## src/rtl/branch_target_table_if.sv

```systemverilog
// Lookup, single-write and bulk-load signal bundle for branch_target_table.
interface branch_target_table_if #(
  parameter int unsigned ADDR_W = 5,
  parameter int unsigned TGT_W  = 10
);
  logic [ADDR_W-1:0] addr;
  logic [TGT_W-1:0]  target_c;
  logic              hit_c;
  logic              wr_en;
  logic [ADDR_W-1:0] wr_addr;
  logic [TGT_W-1:0]  wr_data;
  logic              ld_start;
  logic              ld_valid;
  logic [TGT_W-1:0]  ld_data;
  logic              ld_ready;
  logic              busy;
  logic              ld_done;
  logic [ADDR_W:0]   ld_count;

  modport master (
    output addr, wr_en, wr_addr, wr_data, ld_start, ld_valid, ld_data,
    input  target_c, hit_c, ld_ready, busy, ld_done, ld_count
  );

  modport slave (
    input  addr, wr_en, wr_addr, wr_data, ld_start, ld_valid, ld_data,
    output target_c, hit_c, ld_ready, busy, ld_done, ld_count
  );
endinterface

```

## src/rtl/branch_target_table.sv

```systemverilog
// Writable branch-target lookup table with single-entry writes and streamed bulk load.
// Optional macro BTT_BYPASS_EN forwards same-cycle writes to the lookup port.
module branch_target_table #(
  parameter int unsigned ADDR_W = 5,
  parameter int unsigned TGT_W  = 10
) (
  input logic                  clk_i,
  input logic                  rst_ni,
  branch_target_table_if.slave bus
);
  localparam int unsigned DEPTH = 1 << ADDR_W;
  localparam int unsigned CNT_W = ADDR_W + 1;

  typedef enum logic [1:0] {IDLE, LOAD, DONE} state_e;

  state_e            state_q, state_d;
  logic [ADDR_W-1:0] ptr_q, ptr_d;
  logic [CNT_W-1:0]  cnt_q, cnt_d;
  logic [DEPTH-1:0]  valid_q, valid_d;
  logic [TGT_W-1:0]  data_q [DEPTH];
  logic              ld_ready_q, busy_q, ld_done_q;

  logic              clr_valid;
  logic              beat;
  logic              wr_single;
  logic              we_c;
  logic [ADDR_W-1:0] waddr_c;
  logic [TGT_W-1:0]  wdata_c;
  logic              lookup_hit;
  logic [TGT_W-1:0]  lookup_tgt;

  // Next-state logic; a start pulse takes priority over a same-cycle single write.
  always_comb begin
    state_d   = state_q;
    ptr_d     = ptr_q;
    cnt_d     = cnt_q;
    clr_valid = 1'b0;
    beat      = 1'b0;
    wr_single = 1'b0;
    unique case (state_q)
      IDLE: begin
        if (bus.ld_start) begin
          state_d   = LOAD;
          clr_valid = 1'b1;
          ptr_d     = '0;
          cnt_d     = '0;
        end else if (bus.wr_en) begin
          wr_single = 1'b1;
        end
      end
      LOAD: begin
        if (bus.ld_valid) begin
          beat  = 1'b1;
          ptr_d = ptr_q + ADDR_W'(1);
          cnt_d = (cnt_q == CNT_W'(DEPTH)) ? cnt_q : cnt_q + CNT_W'(1);
          if (ptr_q == ADDR_W'(DEPTH - 1)) state_d = DONE;
        end
      end
      DONE:    state_d = IDLE;
      default: state_d = IDLE;
    endcase
  end

  // Shared write port for single writes and load beats.
  always_comb begin
    we_c    = beat | wr_single;
    waddr_c = beat ? ptr_q : bus.wr_addr;
    wdata_c = beat ? bus.ld_data : bus.wr_data;
    valid_d = valid_q;
    if (clr_valid) valid_d = '0;
    if (we_c) valid_d[waddr_c] = 1'b1;
  end

  always_ff @(posedge clk_i or negedge rst_ni) begin
    if (!rst_ni) begin
      state_q    <= IDLE;
      ptr_q      <= '0;
      cnt_q      <= '0;
      valid_q    <= '0;
      ld_ready_q <= 1'b0;
      busy_q     <= 1'b0;
      ld_done_q  <= 1'b0;
    end else begin
      state_q    <= state_d;
      ptr_q      <= ptr_d;
      cnt_q      <= cnt_d;
      valid_q    <= valid_d;
      ld_ready_q <= (state_d == LOAD);
      busy_q     <= (state_d != IDLE);
      ld_done_q  <= (state_d == DONE);
    end
  end

  // Target storage carries no reset; the valid bits gate every read.
  always_ff @(posedge clk_i) begin
    if (we_c) data_q[waddr_c] <= wdata_c;
  end

  always_comb begin
    lookup_hit = valid_q[bus.addr];
    lookup_tgt = lookup_hit ? data_q[bus.addr] : '0;
`ifdef BTT_BYPASS_EN
    if (we_c && (waddr_c == bus.addr)) begin
      lookup_hit = 1'b1;
      lookup_tgt = wdata_c;
    end
`endif
  end

  assign bus.hit_c    = lookup_hit;
  assign bus.target_c = lookup_tgt;
  assign bus.ld_ready = ld_ready_q;
  assign bus.busy     = busy_q;
  assign bus.ld_done  = ld_done_q;
  assign bus.ld_count = cnt_q;
endmodule

```

## src/flat_wrapper.sv

```systemverilog
// flat-port wrapper written by rule: the top's interface ports become plain ports
module branch_target_table_flat 
#(
  parameter int unsigned ADDR_W = 5,
  parameter int unsigned TGT_W  = 10
)
  (clk_i, rst_ni, bus_addr, bus_wr_en, bus_wr_addr, bus_wr_data, bus_ld_start, bus_ld_valid, bus_ld_data, bus_target_c, bus_hit_c, bus_ld_ready, bus_busy, bus_ld_done, bus_ld_count);
  branch_target_table_if #(.ADDR_W(ADDR_W), .TGT_W(TGT_W)) bus_i ();
  input logic clk_i;
  input logic rst_ni;
  input wire logic [$bits(bus_i.addr)-1:0] bus_addr;
  input wire logic [$bits(bus_i.wr_en)-1:0] bus_wr_en;
  input wire logic [$bits(bus_i.wr_addr)-1:0] bus_wr_addr;
  input wire logic [$bits(bus_i.wr_data)-1:0] bus_wr_data;
  input wire logic [$bits(bus_i.ld_start)-1:0] bus_ld_start;
  input wire logic [$bits(bus_i.ld_valid)-1:0] bus_ld_valid;
  input wire logic [$bits(bus_i.ld_data)-1:0] bus_ld_data;
  output wire logic [$bits(bus_i.target_c)-1:0] bus_target_c;
  output wire logic [$bits(bus_i.hit_c)-1:0] bus_hit_c;
  output wire logic [$bits(bus_i.ld_ready)-1:0] bus_ld_ready;
  output wire logic [$bits(bus_i.busy)-1:0] bus_busy;
  output wire logic [$bits(bus_i.ld_done)-1:0] bus_ld_done;
  output wire logic [$bits(bus_i.ld_count)-1:0] bus_ld_count;
  assign bus_i.addr = bus_addr;
  assign bus_i.wr_en = bus_wr_en;
  assign bus_i.wr_addr = bus_wr_addr;
  assign bus_i.wr_data = bus_wr_data;
  assign bus_i.ld_start = bus_ld_start;
  assign bus_i.ld_valid = bus_ld_valid;
  assign bus_i.ld_data = bus_ld_data;
  assign bus_target_c = bus_i.target_c;
  assign bus_hit_c = bus_i.hit_c;
  assign bus_ld_ready = bus_i.ld_ready;
  assign bus_busy = bus_i.busy;
  assign bus_ld_done = bus_i.ld_done;
  assign bus_ld_count = bus_i.ld_count;
  branch_target_table #(.ADDR_W(ADDR_W), .TGT_W(TGT_W)) u_core (.clk_i(clk_i), .rst_ni(rst_ni), .bus(bus_i));
endmodule
```

## config.mk

```make
export PLATFORM = sky130hd
export DESIGN_NAME = branch_target_table_flat
export DESIGN_NICKNAME = d
export VERILOG_FILES = /design/src/rtl/branch_target_table_if.sv /design/src/rtl/branch_target_table.sv /design/src/flat_wrapper.sv
export SDC_FILE = /design/constraint.sdc
export NUM_CORES = 1
export LEC_CHECK = 0
export CELL_PAD_IN_SITES_DETAIL_PLACEMENT = 1
export CELL_PAD_IN_SITES_GLOBAL_PLACEMENT = 2
export CORE_ASPECT_RATIO = 0.5
export CORE_MARGIN = 4
export CORE_UTILIZATION = 49
export CTS_CLUSTER_SIZE = 25
export DETAILED_ROUTE_END_ITERATION = 12
export PLACE_DENSITY_LB_ADDON = 0.1
export SKIP_LAST_GASP = 1
export SYNTH_ARGS = -nofsm -noshare
export SYNTH_HDL_FRONTEND = slang
export SYNTH_SLANG_ARGS = --single-unit
export TNS_END_PERCENT = 50
```

## constraint.sdc

```tcl
create_clock -name clk_i -period 8.7 [get_ports clk_i]
set_input_delay 2.61 -clock clk_i [delete_from_list [all_inputs] [get_ports clk_i]]
set_output_delay 2.61 -clock clk_i [all_outputs]
set_load 0.02 [all_outputs]
```

; Yosys cells after proc, flatten, opt, wreduce, memory -nomap -nowiden
; Memory sizes are Yosys's and may differ from the RTL's.
; Cells that the tools add are included.
[totals]
ram_bits = 320
memories = 1
input_bits = 35
reg_bits = 48
elab_cells = 58
[mem_list]
columns = memory, depth, width, rd, rd_ports_with_merged_regs, write_ports, line_no
row1 = u_core.data_q, 32, 10, 1, 0, 1, branch_target_table.sv:20  ; logic [TGT_W-1:0] data_q [DEPTH];
[op_classes]
n_eq_ne = 8
n_addsub = 2
n_mux = 29
order_cmp = 3
n_reduce_logical = 6
bitwise = 2
[ops]
columns = cell, count
row1 = two-way mux 32 bit, 2
row2 = bitwise OR 32 bit, 1
row3 = two-way mux 10 bit, 2
row4 = two-way mux 6 bit, 3
row5 = two-way mux 5 bit, 3
row6 = "< comparator 5 x 6 -> 1 bit, second input constant", 2
row7 = case mux 6 bit (2 select lines), 1
row8 = two-way mux 1 bit, 11
row9 = case mux 5 bit (2 select lines), 1
row10 = "adder 6 x 1 -> 6 bit, second input constant", 1
row11 = "== test 6 bit, second input constant", 1
row12 = two-way mux 2 bit, 3
row13 = "inequality test 2 bit, second input constant", 3
row14 = "adder 5 x 1 -> 5 bit, second input constant", 1
row15 = binary-select mux 1 bit (select 5 bit), 1
row16 = demux 1 bit (select 5 bit), 1
row17 = "== test 5 bit, second input constant", 1
row18 = "greater-or-equal comparator 5 x 1 -> 1 bit, second input constant", 1
row19 = "== test 2 x 1 -> 1 bit, second input constant", 2
row20 = case mux 2 bit (2 select lines), 1
row21 = AND reduction 4 bit, 1
row22 = nonzero test 2 bit, 2
row23 = AND reduction 3 bit, 1
row24 = "== test 2 bit, second input constant", 1
row25 = 3 further kinds, 3

; Logic depth before layout (Yosys ltp)
; Gate-level depths: netlist (run 1).
[depth]
word_depth = 9
ltp_mapped = 9
mapped_depth_nobuf = 7

; Worst setup path after synthesis (run 1)
; Ideal clock, no wire load.
[synth_timing]
path_type = input to output
start = input bus_addr[0]
end = output bus_target_c[0]
setup_slack_ps = 1970
t_arrival_ps = 4120
stages = 5
cell_sequence = buf_6 buf_2 mux4_2 o32a_1 o211a_1
[synth_via]
elab_chain_cells = 3
elab_cells_between_ends = 4
cone_classes = mux (3) / memory (1)
[synth_rtl]
columns = element, line_no
row1 = from (decl), flat_wrapper.sv:11  ; input wire logic [$bits(bus_i.addr)-1:0] bus_addr;
row2 = binary-select mux 1 bit (select 5 bit), branch_target_table.sv:100  ; lookup_hit = valid_q[bus.addr];
row3 = two-way mux 1 bit (implied by the code), branch_target_table.sv:100
row4 = two-way mux 10 bit (*), branch_target_table.sv:101  ; lookup_tgt = lookup_hit ? data_q[bus.addr] : '0;
row5 = to (decl), flat_wrapper.sv:18  ; output wire logic [$bits(bus_i.target_c)-1:0] bus_target_c;
; Every way passes the cells marked *; elsewhere a longest branch is shown, timed or not. The select of a mux whose other input is x is not followed.

; Worst setup path in the final report (run 1)
[layout_timing]
start = input bus_addr[2]
end = output bus_target_c[0]
; Same word-level chain as after synthesis.

==> flow_summary_export.csv, run 1 <==
group,metric,value,unit
outcome,status,"finished clean",
place,port_buffers,54,
synth,synth_area_per_cell,16.7,µm²
clock_tree,clk_path_buf_depth,3,
global_routing,grt_first_pass_wirelength,56400,µm
synth,mapped_cells,896,
power_and_ir_drop,leakage,5.98,nW
timing,finalMaxSlewViolations,0,
routing,post_drt_wl_per_cell,27.6,µm
timing,fin_skew,0.00897,ns
timing,max_freq,117,MHz
routing,total_number_of_vias,8390,
power_and_ir_drop,switchingPower,1.06,mW
global_routing,number_of_antenna_violations_at_the_first_check_in_global_routing,0,
setup_path,end_kind,"primary output",
clock_tree,cts_inserted_buffers,34,
synth,synth_sequential_area_ratio,72.1,%
global_routing,overflow_left_after_global_routing,0,
clock_tree,cts.repair.resized,0,
power_and_ir_drop,relative_contribution_of_combinational_cells_to_total_power,13.3,%
synth,mux_cell_area_share_after_synthesis,12.8,%
synth,syn_area,15000,µm²
synth,synth_fa_ha_area_share,0.334,%
routing,routed_wirelength,37700,µm
synth,synthTopCellsByArea,"sky130_fd_sc_hd__edfxtp_1, sky130_fd_sc_hd__dfrtp_1, sky130_fd_sc_hd__mux4_2",
synth,synth_edf_count,320,
power_and_ir_drop,sequentialPowerShare,50.3,%
clock_tree,cts_h_tree_depth,2,
power_and_ir_drop,total_design_power,4.28,mW
finish,finalNetCount,990,
timing,hold-worst-slack,0.482,ns
floorplan,floorplan.die.width,255,µm
finish,most-common-layout-cells,"sky130_fd_sc_hd__edfxtp_1, sky130_fd_sc_hd__mux2i_1, sky130_fd_sc_hd__nand2_1, sky130_fd_sc_hd__clkdlybuf4s50_1, sky130_fd_sc_hd__dfrtp_1",
synth,post_synth_xor_area_fraction,0.234,%
timing,timing_hold_violations_final,0,
min_path,hold_path.class,"reg -> reg",
routing,ant_nets,0,
clock_tree,post-cts-setup-buffers,0,
finish,share_of_layout_cells_above_drive_strength_1,12.7,%
global_routing,maximum_number_of_pins_on_one_net_before_global_route_repair,49,
power_and_ir_drop,p_int,3.21,mW
clock_tree,clkSinkCount,368,
synth,synth_top_family_by_area,"multiplexers",
power_and_ir_drop,swShare,24.8,%
synth,synthesis.yosys.warnings,0,
setup_path,critPathRequiredTime,6.09,ns
place,gp_congestion,0.813,
floorplan,io_pins,55,
synth,synthFlopType,"sky130_fd_sc_hd__edfxtp_1",
synth,synth_async_sr_flop_share,13.0,%
routing,detailedRoute.firstIterationViolations,802,
synth,yosys.cell_types.count,41,
synth,synth_compound_gate_area_share,7.13,%
clock_tree,clkLatencyLatePin,0.51,ns
setup_path,critical_path_peak_fanout,30,
floorplan,core.rowCount,44,
timing,worst_pin_slew,1.34,ns
floorplan,placeableCoreArea,29600,µm²
power_and_ir_drop,power.density,251,nW/µm²
floorplan,starting_density_of_the_core,50.7,%
floorplan,die_h,132,µm
setup_path,cp_data_arrival_time,5.94,ns
clock_tree,holdBufCountCts,0,
synth,synth.largest_area_cell,"sky130_fd_sc_hd__edfxtp_1",
timing,max-slew-margin-rel,10.5,%
routing,viasPerCell,6.15,
finish,area_delta_synth_final,13.7,%
timing,setup-violations-final,0,
clock_tree,cts_root_buffer,"sky130_fd_sc_hd__clkbuf_16",
finish,most_common_cell_after_layout_fill_and_taps_aside,"sky130_fd_sc_hd__edfxtp_1",
power_and_ir_drop,clock_share_of_power,36.4,%
floorplan,die_area,33600,µm²
routing,drt_pass1_iterations,5,
place,detailedPlacementHpwl,24500,µm
flow_run,drv_cap,0,
synth,synthDominantCellAreaShare,64.1,%
timing,finalWorstPathRequiredPeriod,8.55,ns
synth,synth.ff_latch_count,368,
global_routing,grt_pass1_vias,8614,
clock_tree,cts_tree,"built",
synth,synthesis.nets,935,
setup_path,start_kind,"primary input",
power_and_ir_drop,ir_worst_vdd,0.124,mV
routing,post-route-drc-count,0,
synth,synth-simple-area-share,5.17,%
setup_path,worstSetupPathType,"in -> out",
timing,fin_tns_setup,0,ns
timing,unrepaired_setup_endpoints_after_global_routing,"no",
timing,post-route-period-util,98.2,%
global_routing,globalRouteTotalUtil,22.4,%
clock_tree,cts.clk_slew.worst_paths,0.06,ns
## registers in the layout (all words and copies together), names as in the netlist
register             count
u_core.bus.busy          1
u_core.bus.ld_count      6
u_core.bus.ld_done       1
u_core.bus.ld_ready      1
u_core.data_q          320
u_core.ptr_q             5
u_core.state_q           2
u_core.valid_q          32
## power by group through the flow
stage | sequential, mW | combinational (mW) | clock, mW
detailed placement | 2.19 | 0.570 | 0
CTS | 2.15 | 0.573 | 1.58
floorplan | 2.18 | 0.335 | 0
finish | 2.15 | 0.568 | 1.56
global route | 2.17 | 0.619 | 1.67
global placement | 2.18 | 0.550 | 0
## synthesized netlist by cell type, types with 6 or more instances
| master | count |
|---|---|
| sky130_fd_sc_hd__dfrtp_1 | 48 |
| sky130_fd_sc_hd__o21ai_0 | 47 |
| sky130_fd_sc_hd__nand2_1 | 84 |
| sky130_fd_sc_hd__inv_1 | 8 |
| sky130_fd_sc_hd__a22oi_1 | 10 |
| sky130_fd_sc_hd__a221oi_1 | 41 |
| sky130_fd_sc_hd__nand3_1 | 17 |
| sky130_fd_sc_hd__buf_4 | 9 |
| sky130_fd_sc_hd__o32a_1 | 10 |
| sky130_fd_sc_hd__clkbuf_1 | 24 |
| sky130_fd_sc_hd__nor3b_1 | 6 |
| sky130_fd_sc_hd__buf_2 | 12 |
| sky130_fd_sc_hd__nor2_1 | 43 |
| sky130_fd_sc_hd__o211a_1 | 10 |
| sky130_fd_sc_hd__buf_6 | 6 |
| sky130_fd_sc_hd__edfxtp_1 | 320 |
| sky130_fd_sc_hd__mux2i_1 | 85 |
| sky130_fd_sc_hd__mux4_2 | 46 |
| sky130_fd_sc_hd__o21a_1 | 10 |
## stage by stage
| step | setup WS (ns) | instance area, µm² | util [%] | std cells |
|---|---|---|---|---|
| after floorplan | 1.97 | 15000 | - | 896 |
| after global routing | 0.0607 | 17100 | 57.7 | 1364 |
| after detailed placement | 0.235 | 15900 | 53.8 | 1306 |
| final | 0.155 | 17100 | 57.7 | 1365 |
| after global placement | 0.324 | 15900 | 53.8 | 1306 |
| after CTS | 0.212 | 17100 | 57.7 | 1364 |
## final timing paths
check,start,end,slack [ns],cells after the start
worst max-delay path,bus_addr[2],bus_target_c[0],0.15,7
worst min-delay path,u_core.valid_q[29]$_DFF_PN0_,u_core.valid_q[29]$_DFF_PN0_,0.48,2
worst max register to register,u_core.state_q[1]$_DFF_PN0_,u_core.data_q[11][8]$_DFFE_PP_,5.12,5
worst min register to register,u_core.valid_q[29]$_DFF_PN0_,u_core.valid_q[29]$_DFF_PN0_,0.48,2
max in group asynchronous,rst_ni,u_core.valid_q[20]$_DFF_PN0_,5.70,1
min in group asynchronous,rst_ni,u_core.ptr_q[2]$_DFFE_PN0P_,2.30,1
## final cells by class
cell class	count	area, µm²
Fill cell	2655	12500
Antenna cell	1	2.50
Clock buffer	42	945
Timing Repair Buffer	75	727
Sequential cell	368	10800
Clock inverter	16	198
Multi-Input combinational cell	464	3850
Tap cell	391	489
Inverter	8	30.0
## worst max-delay path, stage by stage
cell	delay, ns
sky130_fd_sc_hd__clkdlybuf4s50_1	0.63
sky130_fd_sc_hd__nor2b_2	1.09
sky130_fd_sc_hd__a221oi_1	0.38
sky130_fd_sc_hd__a22oi_1	0.28
sky130_fd_sc_hd__nand3_1	0.17
sky130_fd_sc_hd__o211a_1	0.20
sky130_fd_sc_hd__clkdlybuf4s50_1	0.54
## cells by family after synthesis
kind of cell             count (synthesis)
flip-flops                             368
AND/OR/NAND/NOR                        176
AO/OA/AOI/OAI                          146
multiplexers                           134
buffers and inverters                   64
XOR/XNOR                                 4
adder cells (fa/ha/maj)                  4
## routing by layer
metal  track usage [%]  vias up  part of all wire, %  routed length, µm
met5                 0        -                    0                  0
met3              5.50       45                  7.4               2780
li1                  -     3667                    -                  -
met2              31.4      271                   42              15900
met4              4.22        0                  1.7                637
met1              36.0     4407                   49              18400
Power figures use the tool's default switching activity.
==> run 2: changes to the inputs <==
--- a/config.mk
+++ b/config.mk
@@ -9,9 +9,10 @@
 export CELL_PAD_IN_SITES_GLOBAL_PLACEMENT = 2
 export CORE_ASPECT_RATIO = 0.5
 export CORE_MARGIN = 4
-export CORE_UTILIZATION = 49
+export CORE_UTILIZATION = 52
 export CTS_CLUSTER_SIZE = 25
 export DETAILED_ROUTE_END_ITERATION = 12
+export DONT_BUFFER_PORTS = 1
 export PLACE_DENSITY_LB_ADDON = 0.1
 export SKIP_LAST_GASP = 1
 export SYNTH_ARGS = -nofsm -noshare
==> run 2 against run 1 <==
Effect of this change:
- non-clock buffer count shrank 60
- clock-buffer cell count grew 6
- clock power shrank 6%
- setup slack gained 1.1 ns
- fmax grew 14%
- via count shrank 3.2%
- critical path depth shrank 2
- critical path type unchanged
- largest cell class unchanged
- largest power group unchanged
==> flow_summary_export.csv, run 2 (synthesis results as in run 1) <==
group,metric,value,unit
outcome,status,"finished clean",
clock_tree,clkSinkCount,368,
routing,routed_wirelength,37900,µm
setup_path,start_kind,"primary input",
floorplan,core.rowCount,43,
clock_tree,cts.clk_slew.worst_paths,0.06,ns
routing,routed_met2_length,17500,µm
routing,post-route-drc-count,0,
routing,drt_pass1_iterations,5,
timing,finalMaxSlewViolations,0,
global_routing,overflow_left_after_global_routing,0,
finish,num_antenna_cells,0,
clock_tree,post-cts-setup-buffers,0,
floorplan,die_area,31800,µm²
setup_path,timing.critical_path.max_delay_family,"simple AND/OR/NAND/NOR gates",
place,detailedPlacementHpwl,23700,µm
finish,largest_register_ffs,320,
floorplan,placeableCoreArea,28000,µm²
place,port_buffers,0,
place,dp_cells,1237,
power_and_ir_drop,leakage,5.68,nW
clock_tree,cts_inserted_buffers,35,
finish,final_cell_count_no_fill,1297,
global_routing,grt_first_pass_wirelength,56500,µm
finish,most_common_cell_after_layout_fill_and_taps_aside,"sky130_fd_sc_hd__edfxtp_1",
finish,filler_cell_count,2511,
finish,area_delta_synth_final,9.00,%
routing,detailedRoute.firstIterationViolations,877,
global_routing,maximum_number_of_pins_on_one_net_before_global_route_repair,128,
timing,unrepaired_setup_endpoints_after_global_routing,"no",
place,gp_congestion,0.804,
clock_tree,clk_path_buf_depth,3,
finish,regMostFlops,"u_core.data_q",
setup_path,crit_path_max_incr_delay,0.66,ns
timing,timing_hold_violations_final,0,
setup_path,end_kind,"primary output",
routing,top_layer_used,"met4",
timing,max-slew-margin-rel,27.2,%
flow_run,drv_cap,0,
setup_path,critical_path_peak_fanout,24,
routing,viasPerCell,6.26,
floorplan,die_h,128,µm
finish,share_of_layout_cells_above_drive_strength_1,12.0,%
power_and_ir_drop,power.density,251,nW/µm²
finish,most-common-layout-cells,"sky130_fd_sc_hd__edfxtp_1, sky130_fd_sc_hd__mux2i_1, sky130_fd_sc_hd__nand2_1, sky130_fd_sc_hd__dfrtp_1, sky130_fd_sc_hd__o21ai_0",
place,dpl_worst_slack,1.26,ns
clock_tree,clkLatencyLatePin,0.53,ns
min_path,min_delay_path_depth,2,
timing,fin_skew,0.0259,ns
timing,worst_pin_slew,1.09,ns
setup_path,critPathRequiredTime,6.09,ns
routing,m1WireLength,16600,µm
clock_tree,cts.repair.resized,0,
timing,setup-violations-final,0,
timing,hold-worst-slack,0.481,ns
timing,fin_tns_setup,0,ns
power_and_ir_drop,ir_worst_vdd,0.115,mV
routing,ant_nets,0,
clock_tree,cts_root_buffer,"sky130_fd_sc_hd__clkbuf_16",
global_routing,grt_pass1_vias,8439,
setup_path,worstSetupPathType,"in -> out",
routing,post_drt_wl_per_cell,29.2,µm
timing,finalWorstPathRequiredPeriod,7.46,ns
setup_path,cp_data_arrival_time,4.85,ns
timing,max_freq,134,MHz
clock_tree,holdBufCountCts,0,
floorplan,floorplan.die.width,248,µm
routing,total_number_of_vias,8125,
global_routing,globalRouteTotalUtil,24.7,%
timing,post-route-period-util,85.8,%
setup_path,cpMaxStageDelayCell,"sky130_fd_sc_hd__inv_1",
floorplan,io_pins,55,
clock_tree,cts_h_tree_depth,2,
routing,wl_met3,2910,µm
setup_path,worstRegToRegCells,4,
timing,layout_setup_ws,1.24,ns
setup_path,cp.buffers_inverters,1,
clock_tree,cts_tree,"built",
setup_path,cp_cell_sequence,"inv_1 > mux2_2 > nand3_1 > nand4_1 > o211a_1",
setup_path,timing.critical_path.depth,5,
global_routing,number_of_antenna_violations_at_the_first_check_in_global_routing,1,
min_path,hold_path.class,"reg -> reg",
finish,finalNetCount,931,
floorplan,starting_density_of_the_core,53.5,%
power_and_ir_drop,total_design_power,4.09,mW
-- run 2: cell count changes in the layout (fill, tap and decap cells not counted), sizes merged --
cell / delta
clkbuf: +6
inv: +2
buf: -9
clkdlybuf4s50: -51
diode: -1
clkinv: -4
bufinv: -2
-- run 2: worst paths after layout --
kind	endpoint	startpoint	slack, ns
setup / recovery	bus_target_c[2]	bus_addr[3]	1.24
hold / removal	u_core.valid_q[8]$_DFF_PN0_	u_core.valid_q[8]$_DFF_PN0_	0.48
setup reg to reg	u_core.data_q[0][7]$_DFFE_PP_	u_core.state_q[0]$_DFF_PN0_	5.13
hold reg to reg	u_core.valid_q[8]$_DFF_PN0_	u_core.valid_q[8]$_DFF_PN0_	0.48
max in group asynchronous	u_core.valid_q[10]$_DFF_PN0_	rst_ni	6.81
min in group asynchronous	u_core.valid_q[28]$_DFF_PN0_	rst_ni	1.78
-- run 2: worst register-to-register path: stages (launching register included) --
cell and delay [ns]:
sky130_fd_sc_hd__dfrtp_1 0.56, sky130_fd_sc_hd__nand3b_1 0.71, sky130_fd_sc_hd__mux2i_1 0.63, sky130_fd_sc_hd__nand2b_1 0.40
sky130_fd_sc_hd__nor2_1 0.90
-- run 2: area by class of cell --
class                           instances  area, µm²  area share (%)
Sequential cell                       368      10800            66.1
Multi-Input combinational cell        464       3850            23.6
Clock buffer                           48        925            5.66
Tap cell                              382        478            2.92
Clock inverter                         12        136           0.834
Timing Repair Buffer                   15        113           0.689
Inverter                                8       30.0           0.184
-- run 2: report_power, final --
part	internal, mW	total (mW)	switching, mW
Sequential	2.07	2.17	0.0978
Clock	0.835	1.47	0.637
Combinational	0.160	0.451	0.291
-- run 2: metrics by stage --
stage / cell area [µm²] / util [%]
detailed placement: 15300 / 54.5
CTS: 16300 / 58.3
global placement: 15300 / 54.5
finish: 16300 / 58.3
floorplan: 15000 / -
global route: 16300 / 58.3
-- run 2: layer usage --
layer / track usage [%] / vias to the layer above
li1: - / 3549
met1: 35.5 / 4241
met2: 37.8 / 275
met3: 7.08 / 60
met4: 6.29 / 0
met5: 0 / -
